==> src/rtl/booth_radix8_accumulator_if.sv <==
// Operand/product handshake bundle for the radix-8 Booth multiplier.
// The master drives the operands and out_ready. The slave answers with in_ready and the product.
interface booth_radix8_accumulator_if;
  logic        in_valid;
  logic        in_ready;
  logic [31:0] in_a;
  logic [31:0] in_b;
  logic        out_valid;
  logic        out_ready;
  logic [63:0] out_product;

  modport master (
    output in_valid, in_a, in_b, out_ready,
    input  in_ready, out_valid, out_product
  );

  modport slave (
    input  in_valid, in_a, in_b, out_ready,
    output in_ready, out_valid, out_product
  );
endinterface

==> src/rtl/booth_radix8_accumulator.sv <==
// Sequential radix-8 Booth multiplier for two 32-bit unsigned operands.
// An external encoder supplies one partial product per step, and the block accumulates 11 shifted terms.
module booth_radix8_accumulator (
  input  logic                              clk,
  input  logic                              rst,
  booth_radix8_accumulator_if.slave         bus,
  output logic [31:0]                       enc_data_o,
  output logic [3:0]                        enc_seg_o,
  input  logic [63:0]                       enc_pp_i,
  output logic                              busy
);
  typedef enum logic [1:0] {IDLE, RUN, DONE} state_t;

  state_t      state_q, state_d;
  logic [31:0] data_q, data_d;
  logic [33:0] seg_q, seg_d;
  logic [63:0] acc_q, acc_d;
  logic [3:0]  cnt_q, cnt_d;
  logic [5:0]  shamt;

  // The shift amount is 3*cnt, which is at most 30.
  assign shamt = {2'b00, cnt_q} + {1'b0, cnt_q, 1'b0};

  always_ff @(posedge clk or posedge rst) begin
    if (rst) begin
      state_q <= IDLE;
      data_q  <= '0;
      seg_q   <= '0;
      acc_q   <= '0;
      cnt_q   <= '0;
    end else begin
      state_q <= state_d;
      data_q  <= data_d;
      seg_q   <= seg_d;
      acc_q   <= acc_d;
      cnt_q   <= cnt_d;
    end
  end

  always_comb begin
    state_d = state_q;
    data_d  = data_q;
    seg_d   = seg_q;
    acc_d   = acc_q;
    cnt_d   = cnt_q;
    case (state_q)
      IDLE: begin
        if (bus.in_valid) begin
          data_d  = bus.in_a;
          seg_d   = {1'b0, bus.in_b, 1'b0};
          acc_d   = '0;
          cnt_d   = '0;
          state_d = RUN;
        end
      end
      RUN: begin
        acc_d = acc_q + (enc_pp_i << shamt);
        seg_d = seg_q >> 3;
        cnt_d = cnt_q + 4'd1;
        if (cnt_q == 4'd10) begin
          state_d = DONE;
        end
      end
      DONE: begin
        if (bus.out_ready) begin
          state_d = IDLE;
        end
      end
      default: state_d = IDLE;
    endcase
  end

  assign bus.in_ready    = (state_q == IDLE);
  assign bus.out_valid   = (state_q == DONE);
  assign bus.out_product = (state_q == DONE) ? acc_q : 64'd0;
  assign busy            = (state_q == RUN) || (state_q == DONE);
  assign enc_data_o      = data_q;
  assign enc_seg_o       = (state_q == RUN) ? seg_q[3:0] : 4'b0000;
endmodule

==> src/flat_wrapper.sv <==
// flat-port wrapper written by rule: the top's interface ports become plain ports
module booth_radix8_accumulator_flat 
  (clk, rst, enc_data_o, enc_seg_o, enc_pp_i, busy, bus_in_valid, bus_in_a, bus_in_b, bus_out_ready, bus_in_ready, bus_out_valid, bus_out_product);
  booth_radix8_accumulator_if bus_i ();
  input  logic clk;
  input  logic rst;
  output logic [31:0] enc_data_o;
  output logic [3:0] enc_seg_o;
  input  logic [63:0] enc_pp_i;
  output logic busy;
  input wire logic [$bits(bus_i.in_valid)-1:0] bus_in_valid;
  input wire logic [$bits(bus_i.in_a)-1:0] bus_in_a;
  input wire logic [$bits(bus_i.in_b)-1:0] bus_in_b;
  input wire logic [$bits(bus_i.out_ready)-1:0] bus_out_ready;
  output wire logic [$bits(bus_i.in_ready)-1:0] bus_in_ready;
  output wire logic [$bits(bus_i.out_valid)-1:0] bus_out_valid;
  output wire logic [$bits(bus_i.out_product)-1:0] bus_out_product;
  assign bus_i.in_valid = bus_in_valid;
  assign bus_i.in_a = bus_in_a;
  assign bus_i.in_b = bus_in_b;
  assign bus_i.out_ready = bus_out_ready;
  assign bus_in_ready = bus_i.in_ready;
  assign bus_out_valid = bus_i.out_valid;
  assign bus_out_product = bus_i.out_product;
  booth_radix8_accumulator u_core (.clk(clk), .rst(rst), .bus(bus_i), .enc_data_o(enc_data_o), .enc_seg_o(enc_seg_o), .enc_pp_i(enc_pp_i), .busy(busy));
endmodule
==> config.mk <==
export PLATFORM = sky130hd
export DESIGN_NAME = booth_radix8_accumulator_flat
export DESIGN_NICKNAME = d
export VERILOG_FILES = /design/src/rtl/booth_radix8_accumulator_if.sv /design/src/rtl/booth_radix8_accumulator.sv /design/src/flat_wrapper.sv
export SDC_FILE = /design/constraint.sdc
export NUM_CORES = 1
export LEC_CHECK = 0
export ABC_AREA = 1
export CELL_PAD_IN_SITES_DETAIL_PLACEMENT = 0
export CELL_PAD_IN_SITES_GLOBAL_PLACEMENT = 1
export CORE_ASPECT_RATIO = 0.6
export CORE_UTILIZATION = 35
export DETAILED_ROUTE_END_ITERATION = 10
export PLACE_DENSITY = 0.75
export SYNTH_ARGS = -nofsm -noshare
export SYNTH_HDL_FRONTEND = slang
export SYNTH_SLANG_ARGS = --single-unit
==> constraint.sdc <==
create_clock -name clk -period 8.35 [get_ports clk]
set_input_delay 2.505 -clock clk [delete_from_list [all_inputs] [get_ports clk]]
set_output_delay 2.505 -clock clk [all_outputs]
set_load 0.02 [all_outputs]
# Yosys cells after proc, flatten, opt, wreduce, memory -nomap -nowiden
# Cells that the tools add are included.
# Widths: inputs -> output; s select.
[totals] in_bits=132 romBits=0 latchBits=0 memories=0 mem_bits_rw=0 ff_bits=136
[op_classes] mux=12 eq_ne=6 div=0 n_mul=0 order_cmp=0 n_reduce_logical=6 shift=1 n_bitwise=0 n_addsub=3
[ops] op="$mux 64" n=2
[ops] op="$pmux 64 s2" n=1
[ops] op="$pmux 34 s2" n=1
[ops] op="$add 64x64->64" n=1
[ops] op="$shl 64x6->64" n=1
[ops] op="$mux 34" n=1
[ops] op="$mux 4" n=2
[ops] op="$pmux 4 s2" n=1
[ops] op="$add 4x5->6" n=1
[ops] op="$mux 2" n=3
[ops] op="$pmux 2 s3" n=1
[ops] op="$add 4x1->4 const B" n=1
[ops] op="$eq 4x4->1 const B" n=1
[ops] op="$ne 2x2->1 const B" n=2
[ops] op="$reduce_and 2->1" n=2
[ops] op="$reduce_and 3->1" n=1
[ops] op="$eq 2x1->1 const B" n=1
[ops] op="$eq 2x2->1 const B" n=1
[ops] op="$logic_not 2->1" n=1
[ops] op="$ne 2x1->1 const B" n=1
[ops] op="$reduce_bool 2->1" n=1
[ops] op="$logic_or 1x1->1" n=1

# Longest topological paths before layout
# Gate-level depths: netlist of run 1.
[logic_depth] word_depth=4 ltp_mapped=32

# Worst setup path after synthesis of run 1
# No wires, ideal clock.
[synth_timing] path_type="input to register" start="input port enc_pp_i[9]" end="register u_core.acc_q[51]" arrival_time_ps=4669 setup_slack_ps=3563 stages=21 setup_ps=118 path_cell_list="nand2_1 > o21ai_0 > o21ai_0 > mux2i_1 > mux2i_1 > nand2_1 > nand3_1 > o21ai_0 > ha_1 > nand2_1 > nor2_1 > inv_1 > nor2_1 > inv_1 > nor2_1 > and3_1 > nand2_1 > nand3_1 > nand2_1 > nand3_1 > nand2_1"
[synth_via] elab_chain_cells=3
[synth_rtl] item="start: declaration" line_no="flat_wrapper.sv:9" text="input logic [63:0] enc_pp_i;"
[synth_rtl] item="$shl 64x6->64" line_no="booth_radix8_accumulator.sv:57" text="acc_d = acc_q + (enc_pp_i << shamt);"
[synth_rtl] item="$add 64x64->64" line_no="booth_radix8_accumulator.sv:57"
[synth_rtl] item="$pmux 64 s2" line_no="booth_radix8_accumulator.sv:46" text="case (state_q)"
[synth_rtl] item="end signal: assignment" line_no="booth_radix8_accumulator.sv:29" text="acc_q <= '0;"
[synth_rtl] item="end signal: assignment" line_no="booth_radix8_accumulator.sv:35" text="acc_q <= acc_d;"
[synth_rtl] item="end: declaration" line_no="booth_radix8_accumulator.sv:17" text="logic [63:0] acc_q, acc_d;"
# Every way passes these cells.
# A chain may end at the register's enable or synchronous reset.

# Worst setup path in the final report of run 1
[layout_timing] start="input port enc_pp_i[17]" end="register u_core.acc_q[35]"
# Same word-level chain as after synthesis.

==> out/qor.csv, run 1 <==
stage;metric;value;unit
outcome;outcome;completed;
timing;final period utilization;76.72;%
placed_design;Cells after DPL;3228;
grt;initial antenna violation count;0;
logic_synthesis;Synth Register Bits;135;
logic_synthesis;largest area contributor in the netlist;dfrtp_1;
logic_synthesis;ys flop type;dfrtp_1;
timing;RSZ-0062 raised after global routing;false;
clock_tree;CTS root buf;clkbuf_16;
grt;pin count of the biggest net entering global routing;106;
clock_tree;clock-pin slew on the worst setup and hold paths;80;ps
timing;clk_skew;18.62;ps
floorplan;die area;0.04294;mm^2
grt;total track usage;30.10;%
floorplan;Chip Width;266.9;um
finish;share of post-route cells with drive strength above 1;3.148;%
timing;Slew Limit Fails;0;
finish;fin cells;3260;
clock_tree;total CTS buffers;17;
floorplan;core area;0.04094;mm^2
timing;Final Hold Viols;0;
logic_synthesis;area share of the leading cell type in the synthesized netlist;22.93;%
detailed_routing;vias per inst;5.290;
logic_synthesis;Synth Cell Area;0.01473;mm^2
clock_tree;Clock Latency Late Sink;450;ps
clock_tree;Max Root-Sink Buffers;2;
logic_synthesis;Cells after Synth;2527;
logic_synthesis;Yosys Warn Count;0;
detailed_routing;average wire per cell in the routed design;19.88;um
logic_synthesis;synthesized area per cell;5.829;um^2
logic_synthesis;FFs w/ async S/R, synth;100.0;%
worst_setup_path;CP startpoint kind;primary input;
grt;wire length of the first global-routing pass;96.75;mm
logic_synthesis;most frequent cell after synthesis;nand2_1;
timing;FMAX;156.1;MHz
detailed_routing;WL final;64.80;mm
detailed_routing;Residual DRC;0;
placed_design;gp weighted congestion;1.034;
placed_design;IO Port Bufs;234;
detailed_routing;Pre-antenna DRT Iters;6;
timing;Worst-Margin Slew;1025;ps
floorplan;Starting Density;35.98;%
worst_setup_path;Worst Path Max Fanout;5;
finish;area growth from synthesis to layout;21.91;%
clock_tree;Post-CTS Setup Bufs;0;
grt;vias in the first global route;15738;
clock_tree;number of hold buffers added after cts;0;
finish;nets;2893;
logic_synthesis;number of synthesized flops with an enable pin;0;
timing;Slew headroom;31.65;%
run;Max-Cap Viols;0;
clock_tree;CTS-repair resized insts;0;
clock_tree;CTS tree;yes;
logic_synthesis;Area contributors post-synth;dfrtp_1 (23%), nand2_1 (22%), nand3_1 (8.3%);
timing;Final setup viols;0;
logic_synthesis;Commonest cells post-synth;nand2_1 (874), inv_1 (281), nor2_1 (255);
worst_setup_path;Worst Setup End Kind;register;
grt;total gr overflow;0;
min_path;Hold/Removal Path Class;reg2reg;
min_path;hold depth;2;
clock_tree;# clock sinks;135;
worst_setup_path;FF-to-FF path depth;18;
detailed_routing;Via Count;17245;
worst_setup_path;WP data arrival;6790;ps
logic_synthesis;Synth cell types;53;
placed_design;DP Wirelength;52.16;mm
floorplan;Ports;235;
floorplan;row cnt;57;
timing;hold_ws;480.8;ps
logic_synthesis;register area share after synthesis;22.93;%
clock_tree;H-tree Lvls;4;
detailed_routing;Initial DRC Count;2078;
worst_setup_path;kind of critical path;in2reg;
worst_setup_path;Worst Path Required;8730;ps
timing;Setup TNS;0;ps
timing;min Tclk post-route;6406;ps
logic_synthesis;Mapped Nets;2733;
floorplan;Die H;160.9;um
detailed_routing;Final ANT Viol Nets;0;
finish;Antenna Cells;0;
through the flow:
step           area (um^2)  worst slack, ps  utilization (%)
5_1_grt              17960             1816            43.87
3_5_place_dp         17340             1779            42.35
6_report             17960             1944            43.87
2_1_floorplan        14730             2234                -
3_3_place_gp         17340             1723            42.35
4_1_cts              17960             2238            43.87
worst max-delay path: stages:
cell,delay [ps]
clkdlybuf4s50_1,500
nand2_1,80
nand3_1,130
o21ai_1,110
mux2i_1,440
mux2i_1,190
o21ai_1,370
and2_1,260
ha_1,250
nand2_1,140
o21ai_0,550
a21oi_1,160
o21ai_1,470
nand2_1,280
nand3_1,140
nand2_1,60
o21ai_1,130
placed cells by master, fill, tap and decap left out, types with 5 or more instances in the layout:
master,synthesis,layout
nor3_1,13,13
dfrtp_1,135,134
a31oi_1,34,34
o211ai_1,9,9
buf_4,16,19
clkbuf_16,0,17
and2_1,6,6
inv_6,1,5
ha_1,72,70
clkdlybuf4s50_1,0,234
o21a_1,6,6
clkinv_8,0,6
mux2i_1,34,34
nand4_1,9,9
nand2_1,874,874
or2_1,7,7
nand2_2,8,8
o21bai_1,14,14
o31ai_1,6,6
o21ai_0,151,151
nor2_1,255,254
a21oi_1,124,123
inv_1,281,279
o21ai_1,73,73
nand3_1,244,244
path summary, 6_finish.rpt:
kind	start	end	slack [ps]
max	enc_pp_i[17]	u_core.acc_q[35]	1940
min	u_core.enc_data_o[27]	u_core.enc_data_o[27]	480
max reg2reg	u_core.cnt_q[0]	u_core.acc_q[35]	2170
min reg2reg	u_core.enc_data_o[27]	u_core.enc_data_o[27]	480
max in group asynchronous	rst	u_core.acc_q[63]	4640
min in group asynchronous	rst	u_core.acc_q[50]	2610
final cells by class:
| class | count | area (um^2) |
|---|---|---|
| Fill cell | 4551 | 22980 |
| Clock inverter | 15 | 193.9 |
| Multi-Input combinational cell | 1993 | 9682 |
| Clock buffer | 17 | 425.4 |
| Inverter | 287 | 1091 |
| Tap cell | 560 | 700.7 |
| Sequential cell | 135 | 3379 |
| Timing Repair Buffer | 253 | 2485 |
flip-flops by register name, summed over array words and instances (netlist names):
name / cells
u_core.acc_q: 64
u_core.seg_q: 33
u_core.enc_data_o: 32
u_core.cnt_q: 4
u_core.state_q: 2
routing by layer:
layer	track usage, %	up-vias	part of all wire, %
li1	-	8485	-
met1	45.45	8023	49
met2	38.98	685	37
met3	12.80	52	13
met4	4.859	0	1.4
met5	0	-	0
cell families (layout without fill, tap and decap cells):
logic type,after synthesis,in the layout,share of synthesized area [%]
fa+ha+maj,74,74,6.387
simple gates,1434,1434,39.62
xor+xnor,6,6,0.4078
buf+inv,399,572,11.63
compound gates,445,445,16.71
flops,135,135,22.93
mux,34,34,2.310
Power of run 1 is left out: the tool's default activity adds up to more than one toggle a clock period on the data nets, which glitch-free logic cannot reach.
==> inputs of run 2 (changes only) <==
--- a/config.mk
+++ b/config.mk
@@ -9,9 +9,9 @@
 export CELL_PAD_IN_SITES_DETAIL_PLACEMENT = 0
 export CELL_PAD_IN_SITES_GLOBAL_PLACEMENT = 1
 export CORE_ASPECT_RATIO = 0.6
-export CORE_UTILIZATION = 35
+export CORE_UTILIZATION = 34
 export DETAILED_ROUTE_END_ITERATION = 10
-export PLACE_DENSITY = 0.75
+export PLACE_DENSITY = 0.76
 export SYNTH_ARGS = -nofsm -noshare
 export SYNTH_HDL_FRONTEND = slang
 export SYNTH_SLANG_ARGS = --single-unit
==> constraint.sdc (replaced) <==
create_clock -name clk -period 5.7 [get_ports clk]
set_input_delay 1.71 -clock clk [delete_from_list [all_inputs] [get_ports clk]]
set_output_delay 1.71 -clock clk [all_outputs]
set_load 0.02 [all_outputs]
==> run 2 against run 1 <==
Against the previous run: core utilization is 1.1 points higher; sequential share of layout area is 1.1 points lower; register-to-register slack worse by 1700 ps; non-clock buffer count is 137 higher; clock skew is 0.91 ps lower; count of clock-buffer cells in the layout stayed put; die area is 2.9% higher; worst hold slack hardly changed; cell count is 4.5% higher; critical path type unchanged; largest cell class unchanged; highest routed layer unchanged.
==> out/qor.csv, run 2 (synthesis gave the netlist of run 1 again) <==
stage;metric;value;unit
timing;min Tclk post-route;5483;ps
clock_tree;Clock Latency Late Sink;450;ps
finish;fin cells;3408;
clock_tree;H-tree Lvls;4;
placed_design;pre-CTS WS;-7.686;ps
timing;Final setup viols;0;
floorplan;Starting Density;34.82;%
detailed_routing;vias per inst;5.293;
timing;RSZ-0062 raised after global routing;false;
finish;area growth from synthesis to layout;29.13;%
timing;Slew Limit Fails;0;
placed_design;IO Port Bufs;234;
floorplan;die area;0.04419;mm^2
placed_design;Cells after DPL;3375;
finish;share of post-route cells with drive strength above 1;7.825;%
placed_design;DP Wirelength;55.74;mm
placed_design;gp weighted congestion;1.020;
floorplan;Chip Width;270.7;um
detailed_routing;Final ANT Viol Nets;0;
clock_tree;Post-CTS Setup Bufs;0;
grt;wire length of the first global-routing pass;103.2;mm
timing;FMAX;182.4;MHz
worst_setup_path;Worst Path Max Fanout;7;
run;Max-Cap Viols;0;
worst_setup_path;Reg-to-Reg End;u_core.acc_q[40];
clock_tree;clock-pin slew on the worst setup and hold paths;80;ps
detailed_routing;Pre-antenna DRT Iters;5;
detailed_routing;WL final;68.57;mm
timing;Worst-Margin Slew;990.7;ps
grt;pin count of the biggest net entering global routing;94;
worst_setup_path;FF-to-FF path depth;24;
floorplan;Die H;163.2;um
floorplan;row cnt;58;
clock_tree;total CTS buffers;17;
grt;total gr overflow;0;
timing;final period utilization;96.19;%
finish;final core occ;44.96;%
floorplan;core area;0.04231;mm^2
clock_tree;Max Root-Sink Buffers;2;
clock_tree;CTS-repair resized insts;0;
timing;clk_skew;17.71;ps
timing;Setup WS post-layout;217.1;ps
finish;most frequent cells in the layout;nand2_1 (874), inv_1 (279), nor2_1 (254);
worst_setup_path;WP data arrival;5820;ps
timing;Slew headroom;33.88;%
worst_setup_path;Worst setup startpoint;enc_pp_i[10];
grt;initial antenna violation count;2;
finish;max reg flops;64;
worst_setup_path;Worst Path Required;6030;ps
floorplan;Ports;235;
worst_setup_path;kind of critical path;in2reg;
timing;Final Hold Viols;0;
worst_setup_path;Critical path destination;u_core.acc_q[39];
detailed_routing;Initial DRC Count;1889;
finish;commonest non-fill, non-tap cell in the layout;nand2_1;
clock_tree;# clock sinks;135;
grt;vias in the first global route;16444;
worst_setup_path;CP startpoint kind;primary input;
finish;Largest Register;u_core.acc_q;
clock_tree;CTS tree;yes;
worst_setup_path;FF-to-FF setup slack;480;ps
detailed_routing;Residual DRC;0;
worst_setup_path;origin of the critical flop-to-flop path;u_core.cnt_q[0];
grt;total track usage;30.98;%
detailed_routing;Via Count;18039;
outcome;outcome;completed;
finish;nets;3030;
min_path;Hold/Removal Path Class;reg2reg;
clock_tree;CTS root buf;clkbuf_16;
detailed_routing;average wire per cell in the routed design;20.12;um
worst_setup_path;Worst Setup End Kind;register;
clock_tree;number of hold buffers added after cts;0;
[run 2: cell types whose count changed in the layout (fill, tap and decap cells not counted), sizes merged]
cell      previous run  this run
buf                 19       156
clkinv              11         7
clkinvlp             0         3
diode                0         1
inv                291       292
[run 2: area by class of cell]
| cell class | count | area (um^2) |
|---|---|---|
| Sequential cell | 135 | 3379 |
| Fill cell | 4643 | 23290 |
| Inverter | 287 | 1090 |
| Timing Repair Buffer | 390 | 3551 |
| Clock inverter | 15 | 177.7 |
| Multi-Input combinational cell | 1993 | 9682 |
| Antenna cell | 1 | 2.502 |
| Tap cell | 570 | 713.2 |
| Clock buffer | 17 | 425.4 |
[run 2: how the worst min path moves through the flow]
stage	endpoint	startpoint	depth (start not counted)	slack, ps
floorplan	u_core.seg_q[0]	u_core.seg_q[0]	2	450
global placement	u_core.enc_data_o[31]	u_core.enc_data_o[31]	2	460
detailed placement	u_core.enc_data_o[4]	u_core.enc_data_o[4]	2	460
CTS	u_core.enc_data_o[4]	u_core.enc_data_o[4]	2	480
global route	u_core.enc_data_o[31]	u_core.enc_data_o[31]	2	490
finish	u_core.enc_data_o[31]	u_core.enc_data_o[31]	2	480
[run 2: through the flow]
step / hold WS (ps) / TNS, ps / area, um^2
3_3_place_gp: 461.6 / -4.496 / 18420
3_5_place_dp: 463.8 / -7.686 / 18420
6_report: 480.4 / 0 / 19020
4_1_cts: 484.7 / 0 / 19020
2_1_floorplan: 453.4 / 0 / 14730
5_1_grt: 493.0 / 0 / 19020
[run 2: layer usage]
layer	up-vias	global-route usage [%]	share of wire [%]
li1	8753	-	-
met1	8547	50.90	53
met2	710	40.37	37
met3	29	6.454	9.6
met4	0	3.980	0.85
met5	-	0	0
[run 2: critical path, cell delays in order]
cell	delay [ps]
clkdlybuf4s50_1	480
inv_1	40
o21ai_0	240
o21ai_0	200
mux2i_1	310
o21ai_1	170
or2_1	290
nor2_1	150
buf_4	170
ha_1	310
a21oi_1	210
o21ai_0	190
nor2_1	140
nand2_1	240
nand2_1	130
nand2_1	120
a21oi_1	430
nand2_1	110
nand2_1	70
o21ai_0	80
Power of run 2 is left out for the same reason.
==> inputs of run 3 (changes only) <==
--- a/config.mk
+++ b/config.mk
@@ -6,6 +6,7 @@
 export NUM_CORES = 1
 export LEC_CHECK = 0
 export ABC_AREA = 1
+export ABC_CLOCK_PERIOD_IN_PS = 5700
 export CELL_PAD_IN_SITES_DETAIL_PLACEMENT = 0
 export CELL_PAD_IN_SITES_GLOBAL_PLACEMENT = 1
 export CORE_ASPECT_RATIO = 0.6
==> results of run 3 <==
The final DEF is identical to that of run 2; final timing and power are the same.
Power of run 3 is left out for the same reason.
